==> src/rtl/pulse_cmd_if.sv <==
// Host-side byte stream, response handshake and pulse-generator control bundle.
// master = UART/host side, slave = pulse_cmd_ctrl.
interface pulse_cmd_if;
   logic [7:0]  rx_data;
   logic        rx_valid;
   logic        tx_ready;
   logic [7:0]  tx_data;
   logic        tx_valid;
   logic [31:0] pulse_start;
   logic [31:0] pulse_end;
   logic        trig_out;
   logic        busy;
   logic        frame_err;

   modport master (
      output rx_data, rx_valid, tx_ready,
      input  tx_data, tx_valid, pulse_start, pulse_end, trig_out, busy, frame_err
   );

   modport slave (
      input  rx_data, rx_valid, tx_ready,
      output tx_data, tx_valid, pulse_start, pulse_end, trig_out, busy, frame_err
   );
endinterface

==> src/rtl/pulse_cmd_ctrl.sv <==
// UART command parser for the single-pulse generator; ACK/NAK two cycles after the last frame byte.
// Response byte held until tx_ready, rx bytes dropped meanwhile. CHECKSUM_EN adds a trailing XOR byte.
module pulse_cmd_ctrl #(
   parameter logic [31:0] DEF_START   = 32'd1000,
   parameter logic [31:0] DEF_END     = 32'd2000,
   parameter int          TRIG_CYCLES = 8,
   parameter logic [31:0] TIMEOUT_CYC = 32'd5000000
) (
   input logic        clk,
   input logic        rst_n,
   pulse_cmd_if.slave bus
);

   localparam logic [7:0] SYNC_BYTE     = 8'hA5;
   localparam logic [7:0] ACK_BYTE      = 8'h55;
   localparam logic [7:0] NAK_BYTE      = 8'hEE;
   localparam logic [7:0] CMD_SET_START = 8'h01;
   localparam logic [7:0] CMD_SET_END   = 8'h02;
   localparam logic [7:0] CMD_FIRE      = 8'h03;
   localparam logic [7:0] CMD_ABORT     = 8'h04;
   localparam logic [7:0] TRIG_LAST     = 8'(TRIG_CYCLES - 1);
   localparam logic [31:0] TO_LAST      = TIMEOUT_CYC - 32'd1;

   typedef enum logic [2:0] {
      S_IDLE,
      S_CMD,
      S_DATA,
`ifdef CHECKSUM_EN
      S_CSUM,
`endif
      S_EXEC,
      S_RESP
   } state_t;

   state_t      state;
   state_t      state_nxt;
   logic [1:0]  byte_cnt;
   logic [7:0]  cmd_q;
   logic [31:0] shadow;
   logic [31:0] to_cnt;
   logic [7:0]  trig_cnt;
   logic        in_frame;
   logic        timeout_hit;
   logic        csum_bad;
   logic        fire_ok;

`ifdef CHECKSUM_EN
   logic [7:0] csum_calc;
   assign csum_calc = cmd_q ^ shadow[31:24] ^ shadow[23:16] ^ shadow[15:8] ^ shadow[7:0];
   assign csum_bad  = (state == S_CSUM) && bus.rx_valid && (bus.rx_data != csum_calc);
   assign in_frame  = (state == S_CMD) || (state == S_DATA) || (state == S_CSUM);
`else
   assign csum_bad  = 1'b0;
   assign in_frame  = (state == S_CMD) || (state == S_DATA);
`endif

   // A byte arriving on the terminal-count cycle wins over the timeout.
   assign timeout_hit = in_frame && !bus.rx_valid && (to_cnt == TO_LAST);
   assign fire_ok     = !bus.busy && (bus.pulse_end > bus.pulse_start);

   always_ff @(posedge clk or negedge rst_n) begin
      if (!rst_n) state <= S_IDLE;
      else        state <= state_nxt;
   end

   always_comb begin
      state_nxt = state;
      case (state)
         S_IDLE: if (bus.rx_valid && bus.rx_data == SYNC_BYTE) state_nxt = S_CMD;
         S_CMD: begin
            if (timeout_hit)       state_nxt = S_IDLE;
            else if (bus.rx_valid) state_nxt = S_DATA;
         end
         S_DATA: begin
            if (timeout_hit) state_nxt = S_IDLE;
`ifdef CHECKSUM_EN
            else if (bus.rx_valid && byte_cnt == 2'd3) state_nxt = S_CSUM;
         end
         S_CSUM: begin
            if (timeout_hit)       state_nxt = S_IDLE;
            else if (csum_bad)     state_nxt = S_RESP;
            else if (bus.rx_valid) state_nxt = S_EXEC;
`else
            else if (bus.rx_valid && byte_cnt == 2'd3) state_nxt = S_EXEC;
`endif
         end
         S_EXEC: state_nxt = S_RESP;
         S_RESP: if (bus.tx_ready) state_nxt = S_IDLE;
         default: state_nxt = S_IDLE;
      endcase
   end

   always_ff @(posedge clk or negedge rst_n) begin
      if (!rst_n) begin
         bus.pulse_start <= DEF_START;
         bus.pulse_end   <= DEF_END;
         bus.trig_out    <= 1'b0;
         bus.busy        <= 1'b0;
         bus.tx_valid    <= 1'b0;
         bus.tx_data     <= 8'h00;
         bus.frame_err   <= 1'b0;
         byte_cnt        <= 2'd0;
         cmd_q           <= 8'h00;
         shadow          <= 32'd0;
         to_cnt          <= 32'd0;
         trig_cnt        <= 8'd0;
      end else begin
         bus.frame_err <= timeout_hit | csum_bad;
         to_cnt        <= (in_frame && !bus.rx_valid && !timeout_hit) ? to_cnt + 32'd1 : 32'd0;

         if (state == S_IDLE && bus.rx_valid && bus.rx_data == SYNC_BYTE) byte_cnt <= 2'd0;
         if (state == S_CMD && bus.rx_valid) cmd_q <= bus.rx_data;
         if (state == S_DATA && bus.rx_valid) begin
            shadow   <= {shadow[23:0], bus.rx_data};
            byte_cnt <= byte_cnt + 2'd1;
         end

         // Trigger runs on its own; busy lingers one cycle past the falling edge.
         if (bus.trig_out) begin
            if (trig_cnt == TRIG_LAST) bus.trig_out <= 1'b0;
            else                       trig_cnt     <= trig_cnt + 8'd1;
         end else if (bus.busy) begin
            bus.busy <= 1'b0;
         end

         if (state == S_RESP && bus.tx_ready) bus.tx_valid <= 1'b0;

         if (csum_bad) begin
            bus.tx_valid <= 1'b1;
            bus.tx_data  <= NAK_BYTE;
         end

         if (state == S_EXEC) begin
            bus.tx_valid <= 1'b1;
            bus.tx_data  <= NAK_BYTE;
            case (cmd_q)
               CMD_SET_START: begin
                  bus.pulse_start <= shadow;
                  bus.tx_data     <= ACK_BYTE;
               end
               CMD_SET_END: begin
                  bus.pulse_end <= shadow;
                  bus.tx_data   <= ACK_BYTE;
               end
               CMD_FIRE: begin
                  if (fire_ok) begin
                     bus.busy     <= 1'b1;
                     bus.trig_out <= 1'b1;
                     trig_cnt     <= 8'd0;
                     bus.tx_data  <= ACK_BYTE;
                  end
               end
               CMD_ABORT: begin
                  bus.busy     <= 1'b0;
                  bus.trig_out <= 1'b0;
                  trig_cnt     <= 8'd0;
                  bus.tx_data  <= ACK_BYTE;
               end
               default: ;
            endcase
         end
      end
   end

endmodule
==> src/flat_wrapper.sv <==
// flat-port wrapper written by rule: the top's interface ports become plain ports
module pulse_cmd_ctrl_flat 
#(
   parameter logic [31:0] DEF_START   = 32'd1000,
   parameter logic [31:0] DEF_END     = 32'd2000,
   parameter int          TRIG_CYCLES = 8,
   parameter logic [31:0] TIMEOUT_CYC = 32'd5000000
)
  (clk, rst_n, bus_rx_data, bus_rx_valid, bus_tx_ready, bus_tx_data, bus_tx_valid, bus_pulse_start, bus_pulse_end, bus_trig_out, bus_busy, bus_frame_err);
  pulse_cmd_if bus_i ();
  input logic clk;
  input logic rst_n;
  input wire logic [$bits(bus_i.rx_data)-1:0] bus_rx_data;
  input wire logic [$bits(bus_i.rx_valid)-1:0] bus_rx_valid;
  input wire logic [$bits(bus_i.tx_ready)-1:0] bus_tx_ready;
  output wire logic [$bits(bus_i.tx_data)-1:0] bus_tx_data;
  output wire logic [$bits(bus_i.tx_valid)-1:0] bus_tx_valid;
  output wire logic [$bits(bus_i.pulse_start)-1:0] bus_pulse_start;
  output wire logic [$bits(bus_i.pulse_end)-1:0] bus_pulse_end;
  output wire logic [$bits(bus_i.trig_out)-1:0] bus_trig_out;
  output wire logic [$bits(bus_i.busy)-1:0] bus_busy;
  output wire logic [$bits(bus_i.frame_err)-1:0] bus_frame_err;
  assign bus_i.rx_data = bus_rx_data;
  assign bus_i.rx_valid = bus_rx_valid;
  assign bus_i.tx_ready = bus_tx_ready;
  assign bus_tx_data = bus_i.tx_data;
  assign bus_tx_valid = bus_i.tx_valid;
  assign bus_pulse_start = bus_i.pulse_start;
  assign bus_pulse_end = bus_i.pulse_end;
  assign bus_trig_out = bus_i.trig_out;
  assign bus_busy = bus_i.busy;
  assign bus_frame_err = bus_i.frame_err;
  pulse_cmd_ctrl #(.DEF_START(DEF_START), .DEF_END(DEF_END), .TRIG_CYCLES(TRIG_CYCLES), .TIMEOUT_CYC(TIMEOUT_CYC)) u_core (.clk(clk), .rst_n(rst_n), .bus(bus_i));
endmodule
==> config.mk <==
export PLATFORM = sky130hd
export DESIGN_NAME = pulse_cmd_ctrl_flat
export DESIGN_NICKNAME = d
export VERILOG_FILES = /design/src/rtl/pulse_cmd_if.sv /design/src/rtl/pulse_cmd_ctrl.sv /design/src/flat_wrapper.sv
export SDC_FILE = /design/constraint.sdc
export NUM_CORES = 1
export LEC_CHECK = 0
export ABC_AREA = 1
export BUFFER_PORTS_ARGS = -buffer_cell sky130_fd_sc_hd__buf_2
export CORE_ASPECT_RATIO = 0.5
export CORE_UTILIZATION = 43
export DETAILED_ROUTE_END_ITERATION = 8
export PLACE_DENSITY = 0.7
export SLEW_MARGIN = 20
export SYNTH_ARGS = -nofsm -noshare
export SYNTH_HDL_FRONTEND = slang
export SYNTH_SLANG_ARGS = --single-unit
export TNS_END_PERCENT = 100
==> constraint.sdc <==
create_clock -name clk -period 2.5 [get_ports clk]
set_clock_uncertainty 0.05 [all_clocks]
set_input_delay 0.125 -clock clk [delete_from_list [all_inputs] [get_ports clk]]
set_output_delay 0.125 -clock clk [all_outputs]
set_load 0.01 [all_outputs]
# Word-level counts from Yosys, hierarchy flattened
# Cells that the tools add are included.
# classes
addsub,3
n_lt_le_gt_ge,1
n_eq_ne,16
muxes,28
n_reduce_logical,22
# op_table
operator,n
$mux W8,5
$add A32 B1 Y32 const B,1
$eq A32 B23 Y1 const B,1
$gt A32 B32 Y1,1
$mux W32,1
$pmux W8 S2,2
$mux W3,6
$eq A8 B2 Y1 const B,2
$eq A8 B3 Y1 const B,2
$pmux W3 S5,1
$logic_and A1 B1 Y1,11
$mux W1,9
$add A8 B1 Y8 const B,1
$eq A8 B1 Y1 const B,1
$eq A8 B8 Y1 const B,1
$eq A3 B2 Y1 const B,2
$ne A3 B2 Y1 const B,2
$mux W2,2
$pmux W1 S2,2
$reduce_and A2 Y1,2
$reduce_and A4 Y1,1
$reduce_bool A2 Y1,2
$eq A3 B1 Y1 const B,1
$eq A3 B3 Y1 const B,1
8 further kinds,10
# word_totals
reg_bits,161
inputBits,12
output_inout_bits,76
elab_cells,83

# Depth between registers and ports, before layout
# logic_depth
depth_word,7
ltp_mapped,17
depth_no_buf,17

# Worst setup path after synthesis
# No wires, ideal clock.
# synth_timing
kind,flip-flop to flip-flop
from,register u_core.bus.pulse_start[7]
to,register u_core.trig_cnt[0]
setup_time_ps,124
t_arrival_ps,1656
required_time_ps,2326
path_slack_ps,669
stages_incl_launch_ff,14
n_path_buf,0
synth_period_minus_slack_ps,1831
path_cell_list,dfstp_2 > inv_1 > ha_1 > nand2_1 > nor2_1 > nand2_1 > nand2_1 > nand2_1 > nand2_1 > nand2_1 > nand2_1 > nand3_1 > nand2_1 > nor2_1
# synth_via
elab_chain_cells,5
# synth_rtl
item,line_no,text
from (decl),pulse_cmd_if.sv:22,"output tx_data, tx_valid, pulse_start, pulse_end, trig_out, busy, frame_err"
from (signal assigned),pulse_cmd_ctrl.sv:138,bus.pulse_start <= shadow;
$gt A32 B32 Y1,pulse_cmd_ctrl.sv:59,assign fire_ok = !bus.busy && (bus.pulse_end > bus.pulse_start);
$logic_and A1 B1 Y1,pulse_cmd_ctrl.sv:59,
$mux W8,pulse_cmd_ctrl.sv:146,if (fire_ok) begin
$pmux W8 S2,pulse_cmd_ctrl.sv:136,case (cmd_q)
$mux W8,pulse_cmd_ctrl.sv:133,if (state == S_EXEC) begin
to (signal assigned),pulse_cmd_ctrl.sv:121,else trig_cnt <= trig_cnt + 8'd1;
to (decl),pulse_cmd_ctrl.sv:41,logic [7:0] trig_cnt;
# Every way passes these cells.
# A chain may end at the register's enable or synchronous reset.

# Worst setup path after layout
# layout_timing
from,register u_core.bus.pulse_start[9]
to,register u_core.trig_cnt[1]
# Same word-level chain as after synthesis.

==> results.py <==
metrics = {
    "route": {
        "drtAntennaViolNets": 0,
        "dr.pass1.iters": 6,
        "viasPerCell": 4.87,
        "routed_wl_um": 17000,
        "post_drt_wl_per_cell_um": 13.6,
        "drtIter0Drc": 358,
        "drc": 10,
        "vias": 6124,
    },
    "cts": {
        "root_buffer": "clkbuf_16",
        "cts_buffers": 17,
        "clock_latency_ps": 420,
        "path_clk_slew_ps": 70,
        "post_cts_buffers": 0,
        "cts_num_sinks": 156,
        "cts_tree": "built",
        "htreeDepth": 4,
        "clk_path_buf_depth": 2,
    },
    "synth": {
        "synth.area.top_cells": "dfrtp_1 (46%), nand2_1 (9.9%), inv_1 (6.3%)",
        "yosysWarnings": 0,
        "synth_top_area_share_pct": 46.2,
        "synth_top_area_cell": "dfrtp_1",
        "synth_edf_count": 0,
        "syn_inst": 913,
        "synth.net_count": 960,
        "async_reset_ff_share_pct": 100,
        "syn_area_um2": 7800,
        "synth_cell_type_count": 43,
        "syn-mean-instance-area_um2": 8.55,
        "yosysSeqAreaShare_pct": 50.2,
        "ys_ff_latch": 156,
        "synthFlopType": "dfrtp_1",
    },
    "worst_setup_path": {
        "cp_common_cell": "nand2_1",
        "cp_max_fo": 8,
        "critPathCaptureType": "flop",
        "critical_path.startpoint_type": "flop",
        "critPathRequiredTime_ps": 2790,
        "slowest_delay_ps": 540,
        "reg2reg_depth": 13,
        "path_buf_inv": 1,
        "cp.arrival_ps": 2360,
        "crit_family": "simple AND/OR/NAND/NOR gates",
        "slowest_stage": "dfstp_2",
        "cp_cell_sequence": "inv_1, ha_1, nand2_1, nand2_1, nand3_1, nand2_1, a21oi_1, nand2_1, nand2_1, nand2_1, nand3_1, nand2_1, nor2_1",
        "r2r-start": "u_core.bus.pulse_start[9]$_DFFE_PN1P_",
        "r2r-end": "u_core.trig_cnt[1]$_DFF_PN0_",
        "criticalPathCategory": "reg2reg",
        "r2r_slack_ps": 440,
    },
    "layout": {
        "fin_util_pct": 52.5,
        "final_cells": 1257,
        "antenna_cells": 0,
        "nNetsFinal": 1057,
        "final_common_cell": "nand2_1",
        "drive_above_1_share_pct": 18.1,
        "area_delta_synth_final_pct": 18.2,
        "final_area_um2": 9230,
        "layout_common_cells": "nand2_1 (205), dfrtp_1 (144), inv_1 (131), buf_2 (86), nor2_1 (80)",
    },
    "global_routing": {
        "grt.total_usage_pct": 19.6,
        "grt_pass1_vias": 6013,
        "grt_max_degree": 82,
        "antenna_found_initial": 0,
        "overflow": 0,
        "grt_pass1_wl_um": 29100,
    },
    "sta": {
        "clock.fmax_mhz": 484,
        "rsz0062_at_grt": "false",
        "maxSlewViolCount": 0,
        "worstMarginPinSlew_ps": 725,
        "setup_tns_ps": 0,
        "maxSlewHeadroom_pct": 51.7,
        "period_minus_slack_ps": 2060,
        "fin_crit_sh_pct": 82.6,
        "setup_viol": 0,
        "hold_viol": 0,
    },
    "floorplan": {
        "io_pins": 88,
        "fp-row-count": 34,
        "die_x_um": 193,
        "die_area_um2": 18700,
        "fp.coreArea_um2": 17600,
        "die_h_um": 97.3,
        "start_util_pct": 44.4,
    },
    "pwr": {
        "leakage_uw": 0.00445,
        "power_uw": 8430,
        "peakVddDrop_mv": 0.512,
        "power.density_nw_per_um2": 914,
    },
    "job": {
        "maxCapViolations": 0,
    },
    "hold_path": {
        "hp-class": "in2reg",
        "holdPathStages": 4,
        "holdPathEnd": "u_core.bus.frame_err$_DFF_PN0_",
        "min-delay-start": "bus_rx_valid",
    },
    "placement": {
        "dp_cells": 1215,
        "portBuffers": 87,
        "place_congestion": 0.913,
        "placed_area_um2": 8490,
        "dp_hpwl_um": 12500,
    },
    "run_status": {
        "status": "complete, but fails checks",
        "violations": "DRC",
    },
}
-- layer usage --
layer / vias to the layer above / share of wire (%) / GRT usage [%]
met5: - / 0 / 0
met4: 0 / 1.8 / 5.94
met3: 24 / 3.8 / 4.69
met2: 108 / 47 / 31.2
met1: 2873 / 48 / 26.6
li1: 3119 / - / -
-- per-stage QoR --
step / hold slack, ps / worst slack, ps
after global placement: 164 / 532
after global routing: 58.1 / 166
after CTS: 35.0 / 415
final: 56.4 / 435
after floorplan: -221 / 669
after detailed placement: 169 / 435
-- synthesized netlist by cell type, types with 3 or more instances --
cell type	count
a21oi_1	18
buf_2	17
buf_4	8
clkbuf_1	4
dfrtp_1	144
dfstp_2	12
ha_1	35
inv_1	131
inv_2	3
nand2_1	206
nand2_2	9
nand3_1	23
nand4_1	20
nor2_1	80
nor2_2	5
nor2_4	6
nor3_1	17
nor3_2	7
nor4_1	6
nor4_4	3
o21ai_0	55
o21ai_1	55
xnor2_1	6
xor2_1	17
-- cell families (layout without fill, tap and decap cells) --
family                     after synthesis  in the layout  synth area share, %
xor gates and xnor gates                23             23                 2.58
DFF                                    156            156                 50.2
and+or+nand+nor                        398            398                 23.8
buffers and inverters                  163            273                 8.50
AOI/OAI and AO/OA                      137            137                 9.14
adders and majority gates               35             35                 5.61
muxes                                    1              1                0.128
-- how the worst max path moves through the flow --
| stage | startpoint | endpoint | slack (ps) | cells after the start |
|---|---|---|---|---|
| global route | u_core.bus.pulse_start[9]$_DFFE_PN1P_ | u_core.trig_cnt[7]$_DFF_PN0_ | 170 | 13 |
| CTS | u_core.bus.pulse_start[9]$_DFFE_PN1P_ | u_core.trig_cnt[1]$_DFF_PN0_ | 420 | 13 |
| detailed placement | u_core.bus.pulse_start[9]$_DFFE_PN1P_ | u_core.trig_cnt[1]$_DFF_PN0_ | 430 | 13 |
| finish | u_core.bus.pulse_start[9]$_DFFE_PN1P_ | u_core.trig_cnt[1]$_DFF_PN0_ | 440 | 13 |
| global placement | u_core.bus.pulse_start[9]$_DFFE_PN1P_ | u_core.trig_cnt[5]$_DFF_PN0_ | 530 | 13 |
| floorplan | u_core.bus.pulse_start[7]$_DFFE_PN1P_ | u_core.trig_cnt[0]$_DFF_PN0_ | 670 | 13 |
-- where the power goes --
group | switching (uW) | total, uW | leakage (uW) | internal, uW
sequential | 356 | 3400 | 0.00207 | 3050
clock | 1100 | 2760 | 0.000307 | 1650
combinational | 1460 | 2270 | 0.00207 | 815
-- state kept, by name, summed over array words and instances (netlist names) --
register                count
u_core.cmd_q                8
u_core.shadow              32
u_core.state                3
u_core.to_cnt              32
u_core.bus.frame_err        1
u_core.bus.pulse_end       32
u_core.bus.trig_out         1
u_core.bus.tx_data          3
u_core.bus.busy             1
u_core.trig_cnt             8
u_core.byte_cnt             2
u_core.bus.tx_valid         1
u_core.bus.pulse_start     32
-- area by class of cell --
cell class | instances | area (um^2)
clock buffers | 19 | 453
clock inverters | 13 | 179
fillers | 1641 | 8340
inverters | 134 | 503
multi-input cells | 594 | 3220
flip-flops and latches | 156 | 3920
well taps | 234 | 293
repair buffers | 107 | 654
-- what timing repair did --
| action | in CTS | in global routing |
|---|---|---|
| hold buffers | 10 | 0 |
| endpoints found under the setup margin | 0 | 0 |
| endpoints found under the hold margin | 83 | 0 |
| gates resized for setup | 0 | 0 |
-- tightest hold or removal path, delay by kind of cell --
family	cells	cell delay, ps
AND/OR/NAND/NOR	2	130
buffers and inverters	2	220
Note: power is estimated with default switching activity, not from simulation.
